`src/rtl/uart_tx_arbiter_if.sv`:
```
// Byte-request and serializer bus of the UART TX arbiter.
// master : requester/serializer side (drives req_valid/req_data/req_last,
//          tx_busy/tx_done; receives req_ready, tx_start, tx_data)
// slave  : arbiter side (the mirror image)
interface uart_tx_arbiter_if #(
  parameter int unsigned N_REQ     = 4,
  parameter int unsigned DATA_BITS = 8
);
  logic [N_REQ-1:0]           req_valid;
  logic [N_REQ*DATA_BITS-1:0] req_data;
  logic [N_REQ-1:0]           req_last;
  logic [N_REQ-1:0]           req_ready;
  logic                       tx_start;
  logic [DATA_BITS-1:0]       tx_data;
  logic                       tx_busy;
  logic                       tx_done;

  modport master (
    output req_valid, req_data, req_last, tx_busy, tx_done,
    input  req_ready, tx_start, tx_data
  );

  modport slave (
    input  req_valid, req_data, req_last, tx_busy, tx_done,
    output req_ready, tx_start, tx_data
  );
endinterface

```
`src/rtl/uart_tx_arbiter.sv`:
```
// Round-robin arbiter with packet locking in front of one uart_tx serializer.
// Ports:
//   clk, rst        clock, synchronous active-high reset
//   bus (slave)     per-requester valid/data/last/ready, serializer
//                   start/data/busy/done
//   grant_id        requester owning (or last owning) the line
//   locked          packet lock held between bytes of one packet
//   pkt_done        1-cycle pulse when a last byte completes
//   err_timeout     1-cycle pulse on watchdog abort
// Optional: define UART_ARB_WATCHDOG_EN to enable the tx_done watchdog.
module uart_tx_arbiter #(
  parameter int unsigned N_REQ          = 4,
  parameter int unsigned DATA_BITS      = 8,
  parameter int unsigned TIMEOUT_CYCLES = 200000,
  localparam int unsigned GRANT_W       = (N_REQ > 1) ? $clog2(N_REQ) : 1
) (
  input  logic               clk,
  input  logic               rst,
  uart_tx_arbiter_if.slave   bus,
  output logic [GRANT_W-1:0] grant_id,
  output logic               locked,
  output logic               pkt_done,
  output logic               err_timeout
);

  typedef enum logic {
    IDLE      = 1'b0,
    WAIT_DONE = 1'b1
  } state_e;

  // Elaboration-time configuration guard.
  if (N_REQ < 2 || N_REQ > 8 || TIMEOUT_CYCLES < 2) begin : g_cfg_check
    $error("uart_tx_arbiter: N_REQ must be 2..8 and TIMEOUT_CYCLES >= 2");
  end

  state_e               state_q, state_d;
  logic [N_REQ-1:0]     ready_q, ready_d;
  logic                 start_q, start_d;
  logic [DATA_BITS-1:0] data_q, data_d;
  logic [GRANT_W-1:0]   grant_q, grant_d;
  logic [GRANT_W-1:0]   rr_q, rr_d;
  logic                 locked_q, locked_d;
  logic                 last_q, last_d;
  logic                 pkt_q, pkt_d;

  logic [GRANT_W-1:0]   rr_inc;
  logic                 pick_found;
  logic [GRANT_W-1:0]   pick_idx;
  logic [GRANT_W-1:0]   scan_g;
  int unsigned          scan_idx;
  logic [DATA_BITS-1:0] req_bytes [N_REQ];

`ifdef UART_ARB_WATCHDOG_EN
  localparam int unsigned WD_W = (TIMEOUT_CYCLES > 2) ? $clog2(TIMEOUT_CYCLES) : 1;
  logic [WD_W-1:0] wd_q, wd_d;
  logic            err_q, err_d;
`endif

  // Unpack the flat data bus into one byte per requester.
  always_comb begin : unpack_bytes
    for (int unsigned i = 0; i < N_REQ; i++) begin
      req_bytes[i] = bus.req_data[i*DATA_BITS +: DATA_BITS];
    end
  end

  // Pointer to the requester after the current owner, wrapping N_REQ-1 -> 0.
  always_comb begin : rr_next
    rr_inc = (grant_q == GRANT_W'(N_REQ - 1)) ? '0 : grant_q + 1'b1;
  end

  // Locked: only the holder may go. Unlocked: first valid from rr_q upward.
  always_comb begin : rr_pick
    pick_found = 1'b0;
    pick_idx   = '0;
    scan_idx   = 0;
    scan_g     = '0;
    if (locked_q) begin
      pick_found = bus.req_valid[grant_q];
      pick_idx   = grant_q;
    end else begin
      for (int unsigned k = 0; k < N_REQ; k++) begin
        scan_idx = (32'(rr_q) + k) % N_REQ;
        scan_g   = GRANT_W'(scan_idx);
        if (!pick_found && bus.req_valid[scan_g]) begin
          pick_found = 1'b1;
          pick_idx   = scan_g;
        end
      end
    end
  end

  // Next-state and registered-output logic.
  always_comb begin : next_state
    state_d  = state_q;
    ready_d  = '0;
    start_d  = 1'b0;
    data_d   = data_q;
    grant_d  = grant_q;
    rr_d     = rr_q;
    locked_d = locked_q;
    last_d   = last_q;
    pkt_d    = 1'b0;
`ifdef UART_ARB_WATCHDOG_EN
    wd_d     = wd_q;
    err_d    = 1'b0;
`endif
    unique case (state_q)
      IDLE: begin
        if (!bus.tx_busy && pick_found) begin
          data_d  = req_bytes[pick_idx];
          start_d = 1'b1;
          ready_d = N_REQ'(1) << pick_idx;
          grant_d = pick_idx;
          last_d  = bus.req_last[pick_idx];
          state_d = WAIT_DONE;
`ifdef UART_ARB_WATCHDOG_EN
          wd_d    = '0;
`endif
        end
      end
      WAIT_DONE: begin
        if (bus.tx_done) begin
          if (last_q) begin
            locked_d = 1'b0;
            rr_d     = rr_inc;
            pkt_d    = 1'b1;
          end else begin
            locked_d = 1'b1;
          end
          state_d = IDLE;
`ifdef UART_ARB_WATCHDOG_EN
        end else if (wd_q == WD_W'(TIMEOUT_CYCLES - 1)) begin
          // Serializer never answered: drop the packet and free the line.
          err_d    = 1'b1;
          locked_d = 1'b0;
          rr_d     = rr_inc;
          state_d  = IDLE;
        end else begin
          wd_d = wd_q + 1'b1;
`endif
        end
      end
      default: state_d = IDLE;
    endcase
  end

  always_ff @(posedge clk) begin : regs
    if (rst) begin
      state_q  <= IDLE;
      ready_q  <= '0;
      start_q  <= 1'b0;
      data_q   <= '0;
      grant_q  <= '0;
      rr_q     <= '0;
      locked_q <= 1'b0;
      last_q   <= 1'b0;
      pkt_q    <= 1'b0;
`ifdef UART_ARB_WATCHDOG_EN
      wd_q     <= '0;
      err_q    <= 1'b0;
`endif
    end else begin
      state_q  <= state_d;
      ready_q  <= ready_d;
      start_q  <= start_d;
      data_q   <= data_d;
      grant_q  <= grant_d;
      rr_q     <= rr_d;
      locked_q <= locked_d;
      last_q   <= last_d;
      pkt_q    <= pkt_d;
`ifdef UART_ARB_WATCHDOG_EN
      wd_q     <= wd_d;
      err_q    <= err_d;
`endif
    end
  end

  assign bus.req_ready = ready_q;
  assign bus.tx_start  = start_q;
  assign bus.tx_data   = data_q;
  assign grant_id      = grant_q;
  assign locked        = locked_q;
  assign pkt_done      = pkt_q;
`ifdef UART_ARB_WATCHDOG_EN
  assign err_timeout   = err_q;
`else
  assign err_timeout   = 1'b0;
`endif

endmodule
```
`src/flat_wrapper.sv`:
```
// flat-port wrapper written by rule: the top's interface ports become plain ports
module uart_tx_arbiter_flat 
#(
  parameter int unsigned N_REQ          = 4,
  parameter int unsigned DATA_BITS      = 8,
  parameter int unsigned TIMEOUT_CYCLES = 200000,
  localparam int unsigned GRANT_W       = (N_REQ > 1) ? $clog2(N_REQ) : 1
)
  (clk, rst, grant_id, locked, pkt_done, err_timeout, bus_req_valid, bus_req_data, bus_req_last, bus_tx_busy, bus_tx_done, bus_req_ready, bus_tx_start, bus_tx_data);
  uart_tx_arbiter_if #(.N_REQ(N_REQ), .DATA_BITS(DATA_BITS)) bus_i ();
  input  logic clk;
  input  logic rst;
  output logic [GRANT_W-1:0] grant_id;
  output logic locked;
  output logic pkt_done;
  output logic err_timeout;
  input wire logic [$bits(bus_i.req_valid)-1:0] bus_req_valid;
  input wire logic [$bits(bus_i.req_data)-1:0] bus_req_data;
  input wire logic [$bits(bus_i.req_last)-1:0] bus_req_last;
  input wire logic [$bits(bus_i.tx_busy)-1:0] bus_tx_busy;
  input wire logic [$bits(bus_i.tx_done)-1:0] bus_tx_done;
  output wire logic [$bits(bus_i.req_ready)-1:0] bus_req_ready;
  output wire logic [$bits(bus_i.tx_start)-1:0] bus_tx_start;
  output wire logic [$bits(bus_i.tx_data)-1:0] bus_tx_data;
  assign bus_i.req_valid = bus_req_valid;
  assign bus_i.req_data = bus_req_data;
  assign bus_i.req_last = bus_req_last;
  assign bus_i.tx_busy = bus_tx_busy;
  assign bus_i.tx_done = bus_tx_done;
  assign bus_req_ready = bus_i.req_ready;
  assign bus_tx_start = bus_i.tx_start;
  assign bus_tx_data = bus_i.tx_data;
  uart_tx_arbiter #(.N_REQ(N_REQ), .DATA_BITS(DATA_BITS), .TIMEOUT_CYCLES(TIMEOUT_CYCLES)) u_core (.clk(clk), .rst(rst), .bus(bus_i), .grant_id(grant_id), .locked(locked), .pkt_done(pkt_done), .err_timeout(err_timeout));
endmodule
```
`config.mk`:
```
export PLATFORM = sky130hd
export DESIGN_NAME = uart_tx_arbiter_flat
export DESIGN_NICKNAME = d
export VERILOG_FILES = /design/src/rtl/uart_tx_arbiter_if.sv /design/src/rtl/uart_tx_arbiter.sv /design/src/flat_wrapper.sv
export SDC_FILE = /design/constraint.sdc
export NUM_CORES = 1
export LEC_CHECK = 0
export CAP_MARGIN = 5
export CORE_MARGIN = 4
export CORE_UTILIZATION = 25
export CTS_CLUSTER_DIAMETER = 30
export DETAILED_ROUTE_END_ITERATION = 8
export PLACE_DENSITY = 0.62
export SYNTH_ARGS = -nofsm -noshare
export SYNTH_HDL_FRONTEND = slang
export SYNTH_SLANG_ARGS = --single-unit
```
`constraint.sdc`:
```
create_clock -name clk -period 3.7 [get_ports clk]
set_input_delay 0.555 -clock clk [delete_from_list [all_inputs] [get_ports clk]]
set_output_delay 0.555 -clock clk [all_outputs]
set_load 0.005 [all_outputs]
```
; Yosys cells after proc, flatten, opt, wreduce, memory -nomap -nowiden
; Index checks and enable logic that the tools add are counted.
[op_classes]
add_sub_neg = 4
multipliers = 0
div = 0
order_cmp = 7
eq_ne = 1
shift = 1
muxes = 34
n_bitwise = 4
n_reduce_logical = 14
[op_table]
columns = cell, count
row1 = 2-bit by 3-bit less-than comparator with 1-bit output (second input constant), 6
row2 = 1-bit 2-to-1 mux, 18
row3 = 8-bit binary-select mux with 2-bit select, 1
row4 = 8-bit 2-to-1 mux, 2
row5 = 1-bit binary-select mux with 2-bit select, 6
row6 = 2-bit 2-to-1 mux, 6
row7 = 3-bit OR reduction, 2
row8 = 2-bit by 1-bit adder with 2-bit output (second input constant), 2
row9 = 2-bit adder (second input constant), 2
row10 = 1-bit logical AND, 4
row11 = 1-bit zero test, 4
row12 = 2-bit AND reduction, 2
row13 = 1-bit by 2-bit << shifter with 4-bit output (first input constant), 1
row14 = 3-bit greater-or-equal comparator (second input constant), 1
row15 = 1-bit inverter, 3
row16 = 2-bit inverter with 3-bit output, 1
row17 = 3-bit AND reduction, 1
row18 = 2-bit equality test (second input constant), 1
row19 = 1-bit case mux with 2 select lines, 1
row20 = 2-bit OR reduction, 1
[word_totals]
register_bits = 21
latchBits = 0
ram_bits = 0
romBits = 0
wordCells = 74
mem_count = 0

; Longest topological paths before layout
[depth]
depth_word = 20
depth_mapped = 6
ltp_nobuf = 5

; Worst setup path after synthesis
; No wires, ideal clock.
[synth_path]
path_type = input to register
from = in bus_req_valid[2]
to = reg u_core.data_q[0] (netlist: u_core.bus.tx_data[0])
arrival_ps = 1709
required_ps = 3572
path_slack_ps = 1863
path_stages = 6
path_cell_list = or4_4 o221ai_4 nor2_4 nand2b_4 buf_12 o221ai_2
[synth_via]
elab_chain_len = 20
[synth_rtl]
columns = item, line
row1 = "start, declared", flat_wrapper.sv:17  ; input wire logic [$bits(bus_i.req_valid)-1:0] bus_req_valid;
row2 = 1-bit binary-select mux with 2-bit select, uart_tx_arbiter.sv:84  ; if (!pick_found && bus.req_valid[scan_g]) begin
row3 = 1-bit 2-to-1 mux (not written as such), uart_tx_arbiter.sv:84
row4 = 1-bit 2-to-1 mux, uart_tx_arbiter.sv:84
row5 = 1-bit 2-to-1 mux, uart_tx_arbiter.sv:77  ; if (locked_q) begin
row6 = 1-bit zero test, uart_tx_arbiter.sv:84
row7 = 1-bit logical AND, uart_tx_arbiter.sv:84
row8 = 1-bit 2-to-1 mux, uart_tx_arbiter.sv:84
row9 = 1-bit 2-to-1 mux, uart_tx_arbiter.sv:77
row10 = [3 not listed], --
row11 = 1-bit 2-to-1 mux, uart_tx_arbiter.sv:77
row12 = 1-bit zero test, uart_tx_arbiter.sv:84
row13 = 1-bit logical AND, uart_tx_arbiter.sv:84
row14 = 2-bit 2-to-1 mux, uart_tx_arbiter.sv:84
row15 = 2-bit 2-to-1 mux, uart_tx_arbiter.sv:77
row16 = 2-bit inverter with 3-bit output (not written as such), uart_tx_arbiter.sv:110  ; data_d = req_bytes[pick_idx];
row17 = 8-bit binary-select mux with 2-bit select, uart_tx_arbiter.sv:110
row18 = 8-bit 2-to-1 mux (not written as such) (2 in series), uart_tx_arbiter.sv:110
row19 = "end signal, assigned", uart_tx_arbiter.sv:166  ; data_q <= data_d;
row20 = "end, declared", uart_tx_arbiter.sv:39  ; logic [DATA_BITS-1:0] data_q, data_d;
; Several ways; a longest one is shown, not always the timed one. The select of a mux whose other input is x is not followed.
; A chain may end at the register's enable or synchronous reset.

; Worst setup path in the final report
[layout_path]
from = in bus_req_valid[0]
to = reg u_core.data_q[5] (netlist: u_core.bus.tx_data[5])
; The elaborated chain is that of the path after synthesis.

==> flow_metrics.tcl <==
set metrics [dict create \
    outcome "finished clean" \
    mostFrequentLayoutCells "clkdlybuf4s50_1, dfxtp_1, mux2i_1, nor2_1" \
    grt.busiest_layer "met2" \
    insertion_delay_ps 260 \
    max_freq_mhz 402 \
    clock_sinks 21 \
    syn-cell-area_sq_um 1210 \
    hp-class "register to register" \
    yosys_register_bits 21 \
    period_share_pct 67.2 \
    min_period_ps 2490 \
    final.setup.tns_ps 0 \
    ys.warnings.count 0 \
    viasPerCell 4.81 \
    power_uw 575 \
    endpoint_kind "register" \
    cp.arrival_ps 2630 \
    ctsHoldBuffers 0 \
    pwr-share-seq_pct 44.2 \
    syn_inst 113 \
    hpwl_microns 2570 \
    rsz0062_at_grt "false" \
    setup_viol 0 \
    clk_pin_slew_ps 70 \
    slew_headroom_pct 51.6 \
    slew_violations 0 \
    final_common_cell "clkdlybuf4s50_1" \
    irDropWorstVdd_uv 116 \
    critPathSlowestCell "clkdlybuf4s50_1" \
    die-height_microns 77.5 \
    port_buffers 60 \
    cts_setup_buffers 0 \
    htreeDepth 1 \
    die_w_microns 77.5 \
    finish.net_count 218 \
    critical_path.cell_chain "clkdlybuf4s50_1 > nand3_1 > a311o_1 > o211ai_2 > buf_4 > mux2i_1 > o221ai_2" \
    drtIter0Drc 74 \
    antenna_cells 0 \
    grt_usage_pct 11.3 \
    postPlaceCellArea_sq_um 1830 \
    p_sw_share_pct 26.9 \
    cts_buffer_depth 2 \
    coreArea_sq_um 4690 \
    cap_violations 0 \
    cts_made_buffers 3 \
    clkPwrFrac_pct 26.1 \
    crit_fanout 12 \
    hold_violations 0 \
    cp_data_required_time_ps 3840 \
    gp_congestion 0.683 \
    firstDrtPassIters 4 \
    grt_pass1_vias 1135 \
    cts-resized-gates 0 \
    p_leak_nw 0.757 \
    antenna_found_initial 0 \
    start_kind "input pin" \
    use_met1_pct 13.5 \
    synth_fp_nets 158 \
    synth_seq_area_share_pct 34.8 \
    cts_root_buffer "clkbuf_8" \
    rows 25 \
    use_met3_pct 2.44 \
    grt-ovfl-total 0 \
    grt_use_met2_pct 19.3 \
    ant_nets 0 \
    finClkSkew_ps 4.11 \
    area_growth_pct 55.3 \
    routed_wl_microns 3350 \
    tightestPinTransition_ps 724 \
    grt_pass1_wl_microns 5400 \
    final_area_sq_um 1880 \
    netlist-cell-type-count 35 \
    slowest_delay_ps 600 \
    cts_tree "built" \
    route.vias.total 1088 \
    grt_max_degree 18 \
    drive_above_1_share_pct 12.8 \
    cellInternalPower_uw 420 \
    die_area_sq_um 6010 \
    avgSynthCellArea_sq_um 10.7 \
    crit_type "input pin to register" \
    combPwrFrac_pct 29.7 \
    power.switching_uw 155 \
    wl_per_cell_microns 14.8 \
    pin_count 62 \
    remaining_drc_errors 0 \
    power_density_nw_per_um2 307 \
    start_util_pct 25.8 \
]
==> power groups by stage <==
stage	combinational, mW	clock (mW)	sequential, mW
2_1_floorplan	0.0876	0	0.258
3_3_place_gp	0.170	0	0.259
3_5_place_dp	0.172	0	0.259
4_1_cts	0.173	0.156	0.255
5_1_grt	0.186	0.164	0.256
6_report	0.171	0.150	0.254
==> cell usage after synthesis <==
cell / count / area, sq um
a311o_1: 1 / 10.0
nand2b_1: 2 / 12.5
ha_1: 1 / 12.5
mux2i_1: 20 / 200
o21a_1: 1 / 7.51
o221ai_2: 9 / 135
nor2_4: 1 / 11.3
and3_1: 1 / 6.26
nor3b_1: 1 / 7.51
a22o_1: 1 / 8.76
nor2_1: 12 / 45.0
clkbuf_1: 1 / 3.75
clkbuf_4: 2 / 15.0
o21bai_1: 1 / 7.51
o21ai_1: 1 / 5.00
nor3_1: 1 / 5.00
o221ai_4: 1 / 26.3
o211ai_2: 1 / 12.5
o32ai_1: 1 / 8.76
nand2_1: 4 / 15.0
o21ba_2: 1 / 10.0
or4_4: 1 / 11.3
buf_4: 2 / 15.0
nand3_1: 2 / 10.0
buf_12: 1 / 20.0
nand3b_1: 9 / 67.6
inv_1: 3 / 11.3
a21oi_1: 3 / 15.0
dfxtp_1: 21 / 420
a311oi_1: 1 / 8.76
conb_1: 1 / 3.75
nand2_4: 1 / 11.3
nand2b_4: 1 / 13.8
mux4_2: 1 / 22.5
nor2b_1: 2 / 12.5
==> cell type report <==
type                            count  area [sq um]
Clock buffer                        3          41.3
Multi-Input combinational cell     83           723
Inverter                            3          11.3
Sequential cell                    21           420
Clock inverter                      1          5.00
Tap cell                           54          67.6
Timing Repair Buffer               61           608
Fill cell                         449          2820
==> stage by stage <==
stage / hold slack (ps) / instances / worst slack (ps) / util [%]
CTS: 518 / 226 / 1190 / 40.0
global placement: 495 / 222 / 1040 / 39.0
finish: 517 / 226 / 1210 / 40.0
detailed placement: 500 / 222 / 906 / 39.0
floorplan: 476 / 113 / 1860 / -
global route: 540 / 226 / 1100 / 40.0
==> layer usage <==
| layer | vias to the layer above | share of wire (%) |
|---|---|---|
| li1 | 540 | - |
| met1 | 503 | 44 |
| met2 | 41 | 49 |
| met3 | 4 | 5.6 |
| met4 | 0 | 1.7 |
| met5 | - | 0 |
==> flip-flops by register name (all words and copies together), names as in the netlist <==
name / count
u_core.bus.tx_data: 8
u_core.bus.req_ready: 4
u_core.grant_id: 2
u_core.rr_q: 2
u_core.bus.tx_start: 1
u_core.last_q: 1
u_core.locked: 1
u_core.pkt_done: 1
u_core.state_q: 1
==> logic make-up after synthesis <==
family | Yosys count | synth area share, %
and+or+nand+nor | 38 | 18.9
AOI/OAI and AO/OA | 22 | 21.1
muxes | 21 | 18.4
DFF | 21 | 34.8
buffers and inverters | 9 | 5.38
adders and majority gates | 1 | 1.04
other | 1 | 0.310
==> final timing paths <==
path,endpoint,startpoint,slack (ps),depth (start not counted)
max,u_core.bus.tx_data[5],bus_req_valid[0],1210,7
max reg2reg,u_core.bus.tx_data[5],u_core.locked,1580,5
min,u_core.bus.tx_data[1],u_core.bus.tx_data[1],520,2
min reg2reg,u_core.bus.tx_data[1],u_core.bus.tx_data[1],520,2
==> worst max-delay path: cells and delay by family <==
family          cells  cell delay [ps]
simple gates        1              110
mux                 1              270
compound gates      3              730
buf+inv             2              950
No activity file was read; power rests on OpenSTA's default activity.
